## config.mk

```make
export PLATFORM = sky130hd
export DESIGN_NAME = muldiv_unit
export DESIGN_NICKNAME = d
export VERILOG_FILES = /design/src/rtl/common_pkg.sv /design/src/rtl/muldiv_div_step.sv /design/src/rtl/muldiv_unit.sv
export SDC_FILE = /design/constraint.sdc
export NUM_CORES = 2
export LEC_CHECK = 0
export ABC_AREA = 1
export CAP_MARGIN = 0
export CORE_MARGIN = 5
export CORE_UTILIZATION = 57
export DETAILED_ROUTE_END_ITERATION = 12
export PLACE_DENSITY = 0.82
export SYNTH_ARGS = -nofsm -noshare
export SYNTH_HDL_FRONTEND = slang
export SYNTH_HIERARCHICAL = 1
export SYNTH_SLANG_ARGS = --single-unit
```

## constraint.sdc

```tcl
create_clock -name clk -period 8.87 [get_ports clk]
set_clock_uncertainty 0.15 [all_clocks]
set_input_delay 2.2175 -clock clk [delete_from_list [all_inputs] [get_ports clk]]
set_output_delay 2.2175 -clock clk [all_outputs]
set_load 0.05 [all_outputs]
```

## src/rtl/common_pkg.sv

```systemverilog
// Shared types and constants for the RV32M multiply/divide unit.
// Contents: muldiv_op_t (operation encoding), muldiv_state_t (sequencer
// states), MULDIV_DIV_STEPS (restoring-divider iteration count).
package common_pkg;

    localparam int unsigned MULDIV_DIV_STEPS = 32;

    typedef enum logic [2:0] {
        OP_MUL  = 3'd0,
        OP_MULH = 3'd1,
        OP_DIV  = 3'd2,
        OP_DIVU = 3'd3,
        OP_REM  = 3'd4,
        OP_REMU = 3'd5
    } muldiv_op_t;

    typedef enum logic [1:0] {
        S_IDLE = 2'd0,
        S_MUL  = 2'd1,
        S_DIV  = 2'd2,
        S_DONE = 2'd3
    } muldiv_state_t;

endpackage

```

## src/rtl/muldiv_div_step.sv

```systemverilog
// One combinational restoring-division iteration.
// Ports:
//   rem          in   partial remainder (always < divisor for a non-zero divisor)
//   dividend_bit in   next dividend bit, MSB first
//   divisor      in   unsigned divisor
//   rem_next     out  partial remainder after the trial subtraction
//   quo_bit      out  quotient bit produced by this step
module muldiv_div_step #(
    parameter int unsigned W = 32
) (
    input  logic [W-1:0] rem,
    input  logic         dividend_bit,
    input  logic [W-1:0] divisor,
    output logic [W-1:0] rem_next,
    output logic         quo_bit
);

    logic [W:0] shifted;
    logic [W:0] diff;

    // Bit W of the difference is the borrow: set only when shifted < divisor.
    always_comb begin
        shifted  = {rem, dividend_bit};
        diff     = shifted - {1'b0, divisor};
        quo_bit  = ~diff[W];
        rem_next = quo_bit ? diff[W-1:0] : shifted[W-1:0];
    end

endmodule

```

## src/rtl/muldiv_unit.sv

```systemverilog
// RV32M multi-cycle multiply/divide sequencer for the execute stage.
// Accepts one operation over in_valid/in_ready, runs a one-cycle registered
// multiply or a DIV_STEPS-step restoring divide on magnitudes, and holds the
// sign-corrected result until out_ready.
// Optional macro MULDIV_DIV_SHORTCUT_EN: divide-by-zero and signed overflow
// skip the divider and go straight to DONE.
// Ports:
//   clk, rst                      clock, asynchronous active-high reset
//   in_valid/in_ready             operation handshake (in_ready combinational)
//   op, operand_a, operand_b      operation and rs1/rs2 values
//   rd_in                         destination tag
//   flush                         abandon any in-flight operation
//   out_valid/out_ready           result handshake
//   out_result, out_rd            registered result and its tag
//   busy                          unit is not idle (combinational)
module muldiv_unit
    import common_pkg::*;
#(
    parameter int unsigned DATA_WIDTH = 32,
    parameter int unsigned DIV_STEPS  = MULDIV_DIV_STEPS
) (
    input  logic                  clk,
    input  logic                  rst,
    input  logic                  in_valid,
    output logic                  in_ready,
    input  muldiv_op_t            op,
    input  logic [DATA_WIDTH-1:0] operand_a,
    input  logic [DATA_WIDTH-1:0] operand_b,
    input  logic [4:0]            rd_in,
    input  logic                  flush,
    output logic                  out_valid,
    input  logic                  out_ready,
    output logic [DATA_WIDTH-1:0] out_result,
    output logic [4:0]            out_rd,
    output logic                  busy
);

    localparam int unsigned W     = DATA_WIDTH;
    localparam int unsigned PW    = 2 * DATA_WIDTH;
    localparam int unsigned CNT_W = (DIV_STEPS > 1) ? $clog2(DIV_STEPS) : 1;
    localparam logic [W-1:0] INT_MIN = {1'b1, {(W-1){1'b0}}};

    muldiv_state_t state, state_d;

    muldiv_op_t        op_q;
    logic [4:0]        rd_q;
    logic [W-1:0]      a_mag, b_mag;
    logic [W-1:0]      quo;        // dividend shifts out MSB-first, quotient shifts in
    logic [W-1:0]      rem;
    logic [CNT_W-1:0]  cnt;
    logic              sign_a, neg_q, div_zero, div_ovf;

    logic              accept;
    logic              in_is_mul, in_is_signed, in_special;
    logic              in_dz, in_ovf;
    logic [W-1:0]      in_a_mag, in_b_mag;
    logic [W-1:0]      step_rem;
    logic              step_q;
    logic [PW-1:0]     prod_mag, prod;

    assign in_ready = (state == S_IDLE) && !flush;
    assign busy     = (state != S_IDLE);
    assign accept   = in_valid && in_ready;

    // Accept-time decode: magnitudes, signedness and RISC-V special cases.
    always_comb begin
        in_is_mul    = (op == OP_MUL) || (op == OP_MULH);
        in_is_signed = (op == OP_MUL) || (op == OP_MULH) || (op == OP_DIV) || (op == OP_REM);
        in_a_mag     = (in_is_signed && operand_a[W-1]) ? -operand_a : operand_a;
        in_b_mag     = (in_is_signed && operand_b[W-1]) ? -operand_b : operand_b;
        in_dz        = !in_is_mul && (operand_b == '0);
        in_ovf       = ((op == OP_DIV) || (op == OP_REM)) &&
                       (operand_a == INT_MIN) && (operand_b == '1);
        in_special   = in_dz || in_ovf;
    end

    muldiv_div_step #(.W(W)) u_step (
        .rem          (rem),
        .dividend_bit (quo[W-1]),
        .divisor      (b_mag),
        .rem_next     (step_rem),
        .quo_bit      (step_q)
    );

    always_comb begin
        prod_mag = PW'(a_mag) * PW'(b_mag);
        prod     = neg_q ? -prod_mag : prod_mag;
    end

    // Sign fix plus divide-by-zero / overflow substitution.
    function automatic logic [W-1:0] div_result(
        input muldiv_op_t o,
        input logic [W-1:0] q,
        input logic [W-1:0] r,
        input logic nq,
        input logic sa,
        input logic dz,
        input logic ov,
        input logic [W-1:0] amag
    );
        logic [W-1:0] qf;
        logic [W-1:0] rf;
        qf = nq ? -q : q;
        rf = sa ? -r : r;
        if (dz) begin
            qf = '1;
            rf = sa ? -amag : amag;   // restores the original dividend
        end else if (ov) begin
            qf = INT_MIN;
            rf = '0;
        end
        return ((o == OP_DIV) || (o == OP_DIVU)) ? qf : rf;
    endfunction

    always_ff @(posedge clk or posedge rst) begin
        if (rst) state <= S_IDLE;
        else     state <= state_d;
    end

    // Next-state logic.
    always_comb begin
        state_d = state;
        unique case (state)
            S_IDLE: begin
                if (accept) begin
                    if (in_is_mul) begin
                        state_d = S_MUL;
                    end else begin
`ifdef MULDIV_DIV_SHORTCUT_EN
                        state_d = in_special ? S_DONE : S_DIV;
`else
                        state_d = S_DIV;
`endif
                    end
                end
            end
            S_MUL:  state_d = S_DONE;
            S_DIV:  if (cnt == '0) state_d = S_DONE;
            S_DONE: if (out_valid && out_ready) state_d = S_IDLE;
            default: state_d = S_IDLE;
        endcase
        if (flush) state_d = S_IDLE;
    end

    // Operand capture, divider iteration and result registers.
    always_ff @(posedge clk or posedge rst) begin
        if (rst) begin
            op_q       <= OP_MUL;
            rd_q       <= '0;
            a_mag      <= '0;
            b_mag      <= '0;
            quo        <= '0;
            rem        <= '0;
            cnt        <= '0;
            sign_a     <= 1'b0;
            neg_q      <= 1'b0;
            div_zero   <= 1'b0;
            div_ovf    <= 1'b0;
            out_valid  <= 1'b0;
            out_result <= '0;
            out_rd     <= '0;
        end else if (flush) begin
            out_valid <= 1'b0;
            cnt       <= '0;
        end else begin
            unique case (state)
                S_IDLE: begin
                    if (accept) begin
                        op_q     <= op;
                        rd_q     <= rd_in;
                        a_mag    <= in_a_mag;
                        b_mag    <= in_b_mag;
                        quo      <= in_a_mag;
                        rem      <= '0;
                        cnt      <= CNT_W'(DIV_STEPS - 1);
                        sign_a   <= in_is_signed && operand_a[W-1];
                        neg_q    <= in_is_signed && (operand_a[W-1] ^ operand_b[W-1]);
                        div_zero <= in_dz;
                        div_ovf  <= in_ovf;
                    end
                end
                S_MUL: begin
                    out_result <= (op_q == OP_MULH) ? prod[PW-1:W] : prod[W-1:0];
                    out_rd     <= rd_q;
                    out_valid  <= 1'b1;
                end
                S_DIV: begin
                    rem <= step_rem;
                    quo <= {quo[W-2:0], step_q};
                    cnt <= cnt - CNT_W'(1);
                    if (cnt == '0) begin
                        out_result <= div_result(op_q, {quo[W-2:0], step_q}, step_rem,
                                                 neg_q, sign_a, div_zero, div_ovf, a_mag);
                        out_rd     <= rd_q;
                        out_valid  <= 1'b1;
                    end
                end
                S_DONE: begin
                    // Entered without a result only via the special-case shortcut.
                    if (!out_valid) begin
                        out_result <= div_result(op_q, '0, '0, neg_q, sign_a,
                                                 div_zero, div_ovf, a_mag);
                        out_rd     <= rd_q;
                        out_valid  <= 1'b1;
                    end else if (out_ready) begin
                        out_valid <= 1'b0;
                    end
                end
                default: out_valid <= 1'b0;
            endcase
        end
    end

endmodule

```

==> impl_results.md <==
* Share of cells above drive strength 1 at 0.0669
* CTS tree: built
* Wire per inst at 20.8 µm
* F_max at about 120 MHz
* Post-CTS setup buffers at 0
* First-pass GRT wire length at between 300000 and 400000 µm
* Synth async-reset ratio at 1.00
* Synthesized flop and latch total at 185
* Sequential area share after synthesis at 0.0849
* Status: complete, no violations
* Port Buffer Count at between 100 and 150
* Startpoint Class: register
* CP Max Fanout at 15
* Vias in the first global route at just over 50000
* Post-route ant nets at 0
* Num CTS Buffers at 17
* Most frequent cells in the layout: 2543 x nand2_1, 2137 x inv_1, 897 x fa_1
* Post-DP HPWL at roughly 170000 µm
* Mapped Cells at just over 8000
* Worst Hold Class: reg -> reg
* Hold Violations, Final at 0
* Worst r2r src: b_mag[4]
* Count of cell types in the netlist at between 50 and 60
* Pins Over Slew Limit at 0
* Worst-Skew Late Latency at approximately 0.49 ns
* H-tree Lvls at 4
* CTS clk-pin slew, worst paths at 0.09 ns
* Gpl congestion at roughly 1.1
* Most common cell after layout, fill and taps aside: nand2_1
* Setup violations, final at 0
* EDFF count, synth at 0
* TNS Setup at 0 ns
* Post-synthesis mux area share at 0
* Synth Flop Type: dfrtp_1
* Die Area at 102000 µm²
* Via count at between 50000 and 60000
* WHS Path Cells at 2
* Area share of fa/ha/maj cells after synthesis at 0.400
* Final wirelength at slightly below 200000 µm
* # DRC at 0
* Worst r2r dst: out_result[5]
* Worst Path Required at ~9.1 ns
* Largest net degree at the start of global routing at 78
* Initial Utilization at 0.574
* Setup slack, reg-to-reg at roughly 0.27 ns
* Largest family of logic cells by synthesized area: adder cells
* Post-route clock period utilization at 0.970
* Compound-gate portion of the synthesized area at 0.0615
* Post-layout min period at 8.60 ns
* Critical Path AT at 8.87 ns
* CP max-delay cell: dfrtp_1
* Simple-Gate Fraction of Synth Area at 0.265
* First drt pass iteration count at 7
* Grt total ovfl at 0
* Initial antenna violation count at 7
* Cell Area, Synth at 54500 µm²
* Vias per inst at 5.53
* Hold_sp: op_q[0]
* Max Cap Viol at 0
* Clock buffer depth at 2
* Net Count, Synth at about 9400
* Clock Sinks at 185
* Core area at around 95000 µm²
* Post-cts sizing count at 0
* Cts hold-fix bufs at 0
* Die Wd at 319 µm
* # nets final at 9516
* Critical path type: reg -> reg
* Gr usage total at 0.386
* Worst slew pin tran at between 1 and 1.5 ns
* Synth Area in XOR/XNOR at 0.0143
* Max stage delay on crit path at 0.75 ns
* P&R area growth vs syn at 8.54%
* Row Count at approximately 110
* I/O pins at 117
* Yosys Warn Count at 6
* Syn Area/Cell at roughly 6.7 µm²
* Initial DRC count at around 6400
* Root buf cell: clkbuf_16
* Worst r2r path cells at 32
* Worst hold endpoint: op_q[0]
* Slew margin rel. at 0.121
* Vert. Die Dim at 319 µm
* Crit end category: register
* Crit path top cell by count: nand2_1
==> Yosys cell counts (3+ instances only) <==
cell | number | area share
fa_1 | 897 | 0.33
nor2_2 | 31 | 0.0036
clkbuf_1 | 317 | 0.022
buf_6 | 4 | 0.00083
o21bai_1 | 10 | 0.0014
xnor2_1 | 21 | 0.0034
buf_1 | 29 | 0.0020
nand2_2 | 49 | 0.0056
a211oi_1 | 11 | 0.0015
buf_4 | 5 | 0.00069
nor2_1 | 404 | 0.028
o31ai_1 | 32 | 0.0044
buf_2 | 6 | 0.00055
xor2_1 | 66 | 0.011
o211ai_1 | 10 | 0.0014
nor2_4 | 4 | 0.00083
dfrtp_1 | 185 | 0.085
and2_1 | 7 | 0.00080
and3_1 | 5 | 0.00057
nand4_1 | 63 | 0.0072
nor3_2 | 5 | 0.00092
nor3_1 | 48 | 0.0044
a21o_1 | 3 | 0.00041
inv_2 | 16 | 0.0011
or2_2 | 17 | 0.0019
o21a_1 | 4 | 0.00055
a31oi_1 | 19 | 0.0022
nand3_2 | 14 | 0.0026
nand3b_1 | 11 | 0.0015
a21oi_2 | 12 | 0.0019
inv_1 | 2140 | 0.15
nor4_1 | 9 | 0.0010
nand3_1 | 327 | 0.030
o21ai_1 | 14 | 0.0013
o21ai_0 | 250 | 0.023
clkinv_1 | 4 | 0.00028
o32ai_1 | 3 | 0.00048
nand2_1 | 2544 | 0.18
o22ai_1 | 8 | 0.00092
a21oi_1 | 215 | 0.020
ha_1 | 307 | 0.070
==> worst max-delay path, delay by kind of cell (launching register included) <==
| family | cells | cell delay, ns |
|---|---|---|
| adder cells (fa/ha/maj) | 9 | 4.07 |
| AO/OA/AOI/OAI | 4 | 0.84 |
| flip-flops | 1 | 0.75 |
| buffers and inverters | 5 | 0.73 |
| AND/OR/NAND/NOR | 14 | 1.98 |
==> layer usage <==
metal / vias up / track usage / wire, µm
met2: 3106 / 0.566 / 82400
met3: 480 / 0.108 / 25000
met4: 14 / 0.146 / 9510
met5: - / 0 / 89
li1: 23800 / - / -
met1: 25200 / 0.550 / 80500
==> how the worst max path moves through the flow <==
stage | startpoint | to | slack (ns) | cells after the start
6_report | b_mag[4] | out_result[5] | 0.27 | 32
5_1_grt | a_mag[15] | out_result[15] | -0.0001 | 36
4_1_cts | a_mag[15] | out_result[7] | 0.005 | 35
3_5_place_dp | a_mag[15] | out_result[7] | 0.08 | 37
3_3_place_gp | a_mag[15] | out_result[7] | 0.07 | 37
2_1_floorplan | rst | a_mag[0] | 1.47 | 1
==> flip-flops by register name, indices dropped and copies added, names as in the netlist <==
| name | flops |
|---|---|
| a_mag | 32 |
| b_mag | 32 |
| cnt | 5 |
| div_ovf | 1 |
| div_zero | 1 |
| neg_q | 1 |
| op_q | 3 |
| out_rd | 5 |
| out_result | 32 |
| out_valid | 1 |
| quo | 32 |
| rd_q | 5 |
| rem | 32 |
| sign_a | 1 |
| state | 2 |
==> cell families (layout without fill, tap and decap cells) <==
family	after synthesis	count (layout)
simple gates	3546	3546
xor+xnor	88	88
compound gates	604	604
other cells	0	3
buf+inv	2521	2621
fa+ha+maj	1204	1204
flops	185	185
==> per-stage QoR <==
step | hold WS, ns | utilization | setup slack [ns] | cell area (µm²) | std cells
floorplan | 0.299 | - | 1.47 | 54500 | 8148
global placement | 0.317 | 0.616 | 0.0703 | 58500 | 9481
detailed placement | 0.326 | 0.616 | 0.0802 | 58500 | 9481
CTS | 0.343 | 0.622 | 0.00484 | 59100 | 9513
global route | 0.369 | 0.623 | -0.000147 | 59200 | 9513
finish | 0.346 | 0.623 | 0.269 | 59200 | 9516
==> final cells by class <==
| type | count | area (µm²) |
|---|---|---|
| flip-flops and latches | 185 | 4690 |
| repair buffers | 429 | 3750 |
| multi-input cells | 5442 | 40400 |
| inverters | 2160 | 8120 |
| diodes | 3 | 7.51 |
| clock inverters | 14 | 206 |
| well taps | 1265 | 1580 |
| clock buffers | 18 | 429 |
| fillers | 8647 | 35800 |
Power is left out: the tool's default activity adds up to more than one toggle a clock period on the data nets, which glitch-free logic cannot reach.
